**src/rtl/key_hold_pkg.sv**
```systemverilog
// key_hold_timer shared types, defaults and tick-period helper.
// Optional auto-repeat is enabled by defining KEY_HOLD_AUTO_REPEAT_EN.
package key_hold_pkg;

  localparam int DEF_CLK_HZ     = 50_000_000;
  localparam int DEF_HOLD_TICKS = 50;
  localparam int DEF_CNT_W      = 8;

  typedef logic [DEF_CNT_W-1:0] cnt_t;

  function automatic int period_clocks(
    input int clk_hz,
    input int tick_hz,
    input int div
  );
    int p;
    p = 1;
    if (tick_hz > 0 && div > 0)
      p = (clk_hz / tick_hz) / div;
    if (p < 1)
      p = 1;
    return p;
  endfunction

endpackage

```
**src/rtl/key_hold_if.sv**
```systemverilog
// key_hold_timer key inputs and per-channel hold status bundle.
// repeat_pulse exists only when KEY_HOLD_AUTO_REPEAT_EN is defined.
interface key_hold_if #(
  parameter int NUM_KEYS = 2,
  parameter int CNT_W    = 8
);

  logic                           turbo;
  logic [NUM_KEYS-1:0]            key_pressed;
  logic [NUM_KEYS-1:0][CNT_W-1:0] hold_ticks;
  logic [NUM_KEYS-1:0]            max_hold;
  logic [NUM_KEYS-1:0]            max_rise;
`ifdef KEY_HOLD_AUTO_REPEAT_EN
  logic [NUM_KEYS-1:0]            repeat_pulse;
`endif

  modport master (
    output turbo,
    output key_pressed,
    input  hold_ticks,
    input  max_hold,
`ifdef KEY_HOLD_AUTO_REPEAT_EN
    input  repeat_pulse,
`endif
    input  max_rise
  );

  modport slave (
    input  turbo,
    input  key_pressed,
    output hold_ticks,
    output max_hold,
`ifdef KEY_HOLD_AUTO_REPEAT_EN
    output repeat_pulse,
`endif
    output max_rise
  );

endinterface

```
**src/rtl/key_hold_timer_tick_prescaler.sv**
```systemverilog
// Shared free-running prescaler producing the hold-time tick.
// Compare is >= so switching to the shorter period ticks at once.
module tick_prescaler #(
  parameter int NORM_P  = 10,
  parameter int TURBO_P = 1
) (
  input  logic clk,
  input  logic resetN,
  input  logic turbo,
  output logic tick
);

  localparam int MAXP = (NORM_P > TURBO_P) ? NORM_P : TURBO_P;
  localparam int PW   = $clog2(MAXP + 1);

  logic [PW-1:0] r_cnt;
  logic [PW-1:0] w_lim;

  assign w_lim = turbo ? PW'(TURBO_P - 1) : PW'(NORM_P - 1);
  assign tick  = (r_cnt >= w_lim);

  always_ff @(posedge clk or negedge resetN) begin
    if (!resetN)
      r_cnt <= '0;
    else if (tick)
      r_cnt <= '0;
    else
      r_cnt <= r_cnt + PW'(1);
  end

endmodule

```
**src/rtl/key_hold_timer.sv**
```systemverilog
// N-channel key-hold duration timer with saturating tick counts.
// Define KEY_HOLD_AUTO_REPEAT_EN to add REPEAT_TICKS and repeat_pulse.
module key_hold_timer
  import key_hold_pkg::*;
#(
  parameter int NUM_KEYS     = 2,
  parameter int CLK_HZ       = DEF_CLK_HZ,
  parameter int TICK_HZ      = 10,
  parameter int TURBO_DIV    = 10,
  parameter int HOLD_TICKS   = DEF_HOLD_TICKS,
  parameter int CNT_W        = DEF_CNT_W,
`ifdef KEY_HOLD_AUTO_REPEAT_EN
  parameter int REPEAT_TICKS = 5,
`endif
  parameter bit EXCLUSIVE    = 1'b1
) (
  input logic       clk,
  input logic       resetN,
  key_hold_if.slave bus
);

  localparam int NORM_P  = period_clocks(CLK_HZ, TICK_HZ, 1);
  localparam int TURBO_P = period_clocks(CLK_HZ, TICK_HZ, TURBO_DIV);
  localparam logic [CNT_W-1:0] HOLD = CNT_W'(HOLD_TICKS);
  localparam logic [NUM_KEYS-1:0] ONE = NUM_KEYS'(1);

  if (HOLD_TICKS > (2 ** CNT_W) - 1) begin : g_chk
    $error("key_hold_timer: HOLD_TICKS does not fit in CNT_W");
  end

  logic                           w_tick;
  logic [NUM_KEYS-1:0]            w_act;
  logic [NUM_KEYS-1:0][CNT_W-1:0] w_ht;
  logic [NUM_KEYS-1:0]            w_mh;
  logic [NUM_KEYS-1:0]            w_mr;

  tick_prescaler #(
    .NORM_P  (NORM_P),
    .TURBO_P (TURBO_P)
  ) u_presc (
    .clk    (clk),
    .resetN (resetN),
    .turbo  (bus.turbo),
    .tick   (w_tick)
  );

  // Lowest set bit wins when channels are mutually exclusive.
  assign w_act = EXCLUSIVE
    ? (bus.key_pressed & (~bus.key_pressed + ONE))
    : bus.key_pressed;

  for (genvar g = 0; g < NUM_KEYS; g++) begin : g_ch
    logic [CNT_W-1:0] r_cnt;
    logic [CNT_W-1:0] w_nxt;
    logic             r_max;
    logic             r_rise;
    logic             w_max_n;

    always_comb begin
      w_nxt = r_cnt;
      if (!w_act[g])
        w_nxt = '0;
      else if (w_tick)
        w_nxt = (r_cnt >= HOLD) ? HOLD : r_cnt + CNT_W'(1);
    end

    assign w_max_n = w_act[g] && (w_nxt == HOLD);

    always_ff @(posedge clk or negedge resetN) begin
      if (!resetN) begin
        r_cnt  <= '0;
        r_max  <= 1'b0;
        r_rise <= 1'b0;
      end else begin
        r_cnt  <= w_nxt;
        r_max  <= w_max_n;
        r_rise <= w_max_n & ~r_max;
      end
    end

    assign w_ht[g] = r_cnt;
    assign w_mh[g] = r_max;
    assign w_mr[g] = r_rise;

`ifdef KEY_HOLD_AUTO_REPEAT_EN
    localparam int RW = $clog2(REPEAT_TICKS + 1);
    logic [RW-1:0] r_rep;
    logic          r_rpt;

    // Gating on w_max_n suppresses a pulse on the release edge.
    always_ff @(posedge clk or negedge resetN) begin
      if (!resetN) begin
        r_rep <= '0;
        r_rpt <= 1'b0;
      end else if (!r_max || !w_max_n) begin
        r_rep <= '0;
        r_rpt <= 1'b0;
      end else if (w_tick) begin
        if (r_rep >= RW'(REPEAT_TICKS - 1)) begin
          r_rep <= '0;
          r_rpt <= 1'b1;
        end else begin
          r_rep <= r_rep + RW'(1);
          r_rpt <= 1'b0;
        end
      end else begin
        r_rpt <= 1'b0;
      end
    end

    assign bus.repeat_pulse[g] = r_rpt;
`endif
  end

  assign bus.hold_ticks = w_ht;
  assign bus.max_hold   = w_mh;
  assign bus.max_rise   = w_mr;

endmodule

```
**src/flat_wrapper.sv**
```systemverilog
// flat-port wrapper written by rule: the top's interface ports become plain ports
module key_hold_timer_flat import key_hold_pkg::*;
#(
  parameter int NUM_KEYS     = 2,
  parameter int CLK_HZ       = DEF_CLK_HZ,
  parameter int TICK_HZ      = 10,
  parameter int TURBO_DIV    = 10,
  parameter int HOLD_TICKS   = DEF_HOLD_TICKS,
  parameter int CNT_W        = DEF_CNT_W,

  parameter bit EXCLUSIVE    = 1'b1
)
  (clk, resetN, bus_turbo, bus_key_pressed, bus_hold_ticks, bus_max_hold, bus_max_rise);
  key_hold_if #(.NUM_KEYS(NUM_KEYS), .CNT_W(CNT_W)) bus_i ();
  input logic clk;
  input logic resetN;
  input wire logic [$bits(bus_i.turbo)-1:0] bus_turbo;
  input wire logic [$bits(bus_i.key_pressed)-1:0] bus_key_pressed;
  output wire logic [$bits(bus_i.hold_ticks)-1:0] bus_hold_ticks;
  output wire logic [$bits(bus_i.max_hold)-1:0] bus_max_hold;
  output wire logic [$bits(bus_i.max_rise)-1:0] bus_max_rise;
  assign bus_i.turbo = bus_turbo;
  assign bus_i.key_pressed = bus_key_pressed;
  assign bus_hold_ticks = bus_i.hold_ticks;
  assign bus_max_hold = bus_i.max_hold;
  assign bus_max_rise = bus_i.max_rise;
  key_hold_timer #(.NUM_KEYS(NUM_KEYS), .CLK_HZ(CLK_HZ), .TICK_HZ(TICK_HZ), .TURBO_DIV(TURBO_DIV), .HOLD_TICKS(HOLD_TICKS), .CNT_W(CNT_W), .EXCLUSIVE(EXCLUSIVE)) u_core (.clk(clk), .resetN(resetN), .bus(bus_i));
endmodule
```
**config.mk**
```make
export PLATFORM = sky130hd
export DESIGN_NAME = key_hold_timer_flat
export DESIGN_NICKNAME = d
export VERILOG_FILES = /design/src/rtl/key_hold_pkg.sv /design/src/rtl/key_hold_if.sv /design/src/rtl/key_hold_timer_tick_prescaler.sv /design/src/rtl/key_hold_timer.sv /design/src/flat_wrapper.sv
export SDC_FILE = /design/constraint.sdc
export NUM_CORES = 1
export LEC_CHECK = 0
export BUFFER_PORTS_ARGS = -buffer_cell sky130_fd_sc_hd__clkbuf_2
export CAP_MARGIN = 40
export CORE_ASPECT_RATIO = 1.25
export CORE_MARGIN = 2
export CORE_UTILIZATION = 53
export DETAILED_ROUTE_END_ITERATION = 12
export PLACE_DENSITY = 0.78
export REMOVE_ABC_BUFFERS = 1
export SETUP_SLACK_MARGIN = 0.2
export SLEW_MARGIN = 40
export SYNTH_ARGS = -nofsm -noshare
export SYNTH_HDL_FRONTEND = slang
export SYNTH_SLANG_ARGS = --single-unit
export TNS_END_PERCENT = 5
```
**constraint.sdc**
```tcl
create_clock -name clk -period 3.2 [get_ports clk]
set_input_delay 0 -clock clk [delete_from_list [all_inputs] [get_ports clk]]
set_output_delay 0 -clock clk [all_outputs]
set_load 0.05 [all_outputs]
```
Word-level counts from Yosys, hierarchy flattened
Cells that the tools add are included.
Widths: inputs -> output; s select.
{ "totals": {"ff_bits": 43, "in_bits": 5, "out_inout_bits": 20, "elab_cells": 32} }
{ "op_classes": {"addsub": 4, "magnitude_cmp": 3, "n_eq_ne": 2, "n_mux": 8, "bitwise": 6, "reduce_logical": 2} }
{ "op_table": {"columns": ["op", "n"], "rows": [
  ["$mux 8", 6],
  ["$mux 23", 2],
  ["$add 23x1->23 const B", 1],
  ["$ge 23x23->1", 1],
  ["$add 8x1->8 const B", 2],
  ["$eq 8x6->1 const B", 2],
  ["$ge 8x6->1 const B", 2],
  ["$add 2x1->2 const B", 1],
  ["$and 1x1->1", 2],
  ["$and 2x2->2", 1],
  ["$logic_and 1x1->1", 2],
  ["$not 1->1", 2],
  ["$not 2->2", 1]
]} }

Depth between registers and ports, before layout
{ "depth": {"ltp_word": 7, "mapped_depth": 10, "ltp_nobuf": 8} }

Hierarchy
A second synthesis with hierarchy kept.
{ "unflattened": {"hier_cells": 279, "hier_area_um2": 2653.8} }
{ "modules_own_cells": {"columns": ["module", "n_inst", "cells_each", "area_each_um2", "seq_area_each_um2"], "rows": [
  ["tick_prescaler", 1, 149, 1435.1, 575.6],
  ["key_hold_timer", 1, 130, 1218.7, 500.5]
]} }

Least setup slack after synthesis
OpenSTA, ideal clock, no wires.
{ "synth_timing": {"path_kind": "register -> register", "startpoint": "reg u_core.u_presc.r_cnt[13]", "endpoint": "reg u_core.g_ch[1].r_cnt[3]", "setup_time_ns": 0.078, "arrival_time_ns": 2.389, "required_ns": 3.122, "setup_slack_ns": 0.733, "path_stages_with_launch": 9, "path_buffers": 1, "synth_period_minus_slack_ns": 2.467, "cell_sequence": "dfrtp_1 -> ha_1 -> nand4b_4 -> or4_4 -> o2111ai_2 -> a21boi_2 -> buf_6 -> or4_1 -> a21oi_1"} }
{ "synth_between": {"elab_chain_cells": 3} }
{ "synth_rtl": {"columns": ["element", "line_no", "source"], "rows": [
  ["from (decl)", "key_hold_timer_tick_prescaler.sv:16", "logic [PW-1:0] r_cnt;"],
  ["from (signal assigned)", "key_hold_timer_tick_prescaler.sv:28", "r_cnt <= r_cnt + PW'(1);"],
  ["$ge 23x23->1", "key_hold_timer_tick_prescaler.sv:20", "assign tick = (r_cnt >= w_lim);"],
  ["$mux 8", "key_hold_timer.sv:63", "else if (w_tick)"],
  ["$mux 8", "key_hold_timer.sv:61", "if (!w_act[g])"],
  ["via u_core.g_ch[1].w_nxt[3]", "key_hold_timer.sv:54", "logic [CNT_W-1:0] w_nxt;"],
  ["to (signal assigned)", "key_hold_timer.sv:75", "r_cnt <= w_nxt;"],
  ["to (decl)", "key_hold_timer.sv:53", "logic [CNT_W-1:0] r_cnt;"]
]} }
The timed path passes the listed nets, and every way through them passes these cells.

Worst setup path in the final report
{ "layout_timing": {"startpoint": "reg u_core.u_presc.r_cnt[14]", "endpoint": "reg u_core.g_ch[0].r_rise"} }
{ "layout_between": {"elab_chain_cells": 6} }
{ "layout_rtl": {"columns": ["element", "line_no", "source"], "rows": [
  ["$ge 23x23->1", "key_hold_timer_tick_prescaler.sv:20", null],
  ["$mux 8", "key_hold_timer.sv:63", null],
  ["$mux 8", "key_hold_timer.sv:61", null],
  ["$eq 8x6->1", "key_hold_timer.sv:67", "assign w_max_n = w_act[g] && (w_nxt == HOLD);"],
  ["$logic_and 1x1->1", "key_hold_timer.sv:67", null],
  ["$and 1x1->1", "key_hold_timer.sv:77", "r_rise <= w_max_n & ~r_max;"],
  ["to (signal assigned)", "key_hold_timer.sv:77", null],
  ["to (decl)", "key_hold_timer.sv:56", "logic r_rise;"]
]} }
No other way between the ends.

==> qor.yml <==
outcome:
  status: "finished clean"
final_layout:
  layout.nets: 301
  antenna_cells: 0
  drive_gt1_share_pct: 13.57
  design_area_um2: 2696
  final-seq-area_um2: 1076
  multi_input_area_um2: 1286
  area_growth_pct: 8.784
  final_cell_mix: "dfrtp_1, nor2_1, clkbuf_2"
  fillers: 400
  layout_commonest_cell: "dfrtp_1"
place:
  globalplace.congestion: 0.8891
  placed_cell_area_um2: 2614
  hpwl_um: 3414
  numPortBuffers: 24
timing:
  final-hold-violation-count: 0
  rsz0062_at_grt: "false"
  finalSetupViolations: 0
  worst_slew_pin_slew_ns: 0.5616
  setup_tns_ns: 0
  clock-skew-final_ns: 0.004938
  post-route-min-period_ns: 2.621
  clock.fmax_mhz: 381.6
  drv_slew: 0
  fin_crit_sh_pct: 81.90
  slew_headroom_pct: 62.56
setup_path:
  crit-reg2reg-launch: "u_core.u_presc.r_cnt[14]"
  path_class: "reg2reg"
  cp-end-kind: "register"
  rr_worst_depth: 7
  startpoint_type: "register"
  path_max_fanout: 13
  worst_r2r_endpoint: "u_core.g_ch[0].r_rise"
  critPathArrivalTime_ns: 2.81
  ff2ff_setup_slack_ns: 0.58
  crit_required_ns: 3.39
floorplan:
  io_pins: 25
  die-width_um: 65.17
  fp.coreArea_um2: 4459
  fp.dieH_um: 80.46
  dieArea_um2: 5243
  fp-row-count: 27
  initial_core_util_pct: 55.58
clock_network:
  clk_pin_slew_worst_paths_ns: 0.08
  numCtsBuffers: 5
  cts_setup_buffers: 0
  ctsRootBufferMaster: "clkbuf_8"
  clock-sinks: 43
  htreeDepth: 2
  clock_path_buffers: 2
  cts_tree: "done"
  ctsResizeCount: 0
  clk_latency_ns: 0.29
routing:
  wirelength_um: 4800
  initialDrtViolationCount: 78
  vias_per_cell: 5.686
  drcViolationCount: 0
  wl_per_cell_um: 14.20
  ant_nets: 0
  first_pass_iters: 4
  vias: 1922
min_path:
  hold_depth: 2
  hp-start: "bus_key_pressed[0]"
  min_path_type: "in2reg"
  hold_end: "u_core.g_ch[0].r_cnt[1]"
global_routing:
  grt_pass1_wl_um: 8673
  grt_start_max_net_pins: 44
  antenna_found_initial: 0
  overflow: 0
  grt_pass1_vias: 1938
  track_usage_pct: 21.24
logic_synthesis:
  yosysTopAreaCellShare_pct: 43.41
  synth.distinct_cells: 45
  avgSynthCellArea_um2: 9.570
  syn_inst: 259
  ys_seq_elements: 43
  ys_top_cells_by_area: "dfrtp_1, ha_1, nor2_1"
  synth-main-ff-cell: "dfrtp_1"
  synthArstFlopShare_pct: 100.0
  syn_area_um2: 2479
  ys_seq_area_share_pct: 43.41
  synth_edf_count: 0
  yosysWarnings: 0
  yosysTopAreaCell: "dfrtp_1"
power:
  ir_worst_vdd_v: 0.0002916
  p_leak_uw: 0.001295
  p_per_area_nw_per_um2: 464.6
run:
  cap_viol_max_count: 0
logic make-up after synthesis:
group	count (synthesis)	synth area share, %
simple gates	110	23.22
flops	43	43.41
compound gates	42	12.12
buf+inv	24	4.695
xor+xnor	23	8.127
fa+ha+maj	15	7.572
mux	2	0.8581
where the power goes:
group	switching [µW]	internal, µW
clock	169	146
combinational	151	114
sequential	71.5	602
worst max-delay path: stages (launching register included):
cell,delay [ns]
dfrtp_1,0.42
ha_1,0.34
nand4b_4,0.11
or4_4,0.48
o2111ai_2,0.26
a21bo_2,0.36
mux2_2,0.39
nor4_1,0.15
cell usage after synthesis, types with 6 or more instances:
library cell and number:
dfrtp_1 43, nor2_1 35, nand3_1 16, ha_1 15
nand2_1 14, xnor2_1 14, inv_1 13, a21oi_1 9
xor2_1 9, nor3_1 8, o21ai_0 8, and2_1 6
layout make-up:
type | instances | share of cell area (%)
multi-input cells | 192 | 47.70
inverters | 13 | 1.810
clock buffers | 6 | 2.691
well taps | 58 | 2.691
repair buffers | 26 | 5.197
flip-flops and latches | 43 | 39.91
registers in the layout, indices dropped and copies added, names as in the netlist:
signal	count
u_core.u_presc.r_cnt	23
u_core.g_ch.r_rise	2
u_core.g_ch.r_cnt	16
u_core.g_ch.r_max	2
per-stage QoR:
stage / hold WS (ns) / util, % / total power, µW / instances / setup slack (ns)
6_report: 0.04433 / 60.47 / 1253 / 338 / 0.5794
5_1_grt: 0.06333 / 60.47 / 1328 / 338 / 0.3874
4_1_cts: 0.03897 / 60.47 / 1267 / 338 / 0.5809
3_5_place_dp: 0.06304 / 58.61 / 944.0 / 331 / 0.5901
3_3_place_gp: 0.2252 / 58.56 / 931.0 / 331 / 0.6346
2_1_floorplan: -0.2956 / - / 866.4 / 248 / 0.5628
worst max path at each step:
stage / start / end / depth (start not counted)
6_report: u_core.u_presc.r_cnt[14] / u_core.g_ch[0].r_rise / 7
5_1_grt: u_core.u_presc.r_cnt[14] / u_core.g_ch[0].r_rise / 7
4_1_cts: u_core.u_presc.r_cnt[13] / u_core.g_ch[0].r_rise / 7
3_5_place_dp: u_core.u_presc.r_cnt[14] / u_core.g_ch[0].r_rise / 7
3_3_place_gp: u_core.u_presc.r_cnt[13] / u_core.g_ch[0].r_rise / 7
2_1_floorplan: u_core.u_presc.r_cnt[13] / u_core.g_ch[0].r_rise / 7
timing repair:
| action | 4_1_cts | 5_1_grt |
|---|---|---|
| hold endpoints to repair | 43 | 0 |
| setup endpoints to repair | 0 | 0 |
| hold buffers | 1 | 0 |
per-layer routing:
layer  global-route usage [%]  part of all wire [%]
met2                    35.00                    49
met1                    27.30                    46
met3                    3.361                   3.7
met4                    9.792                   1.7
met5                        0                     0
(Power assumes the default switching activity.)
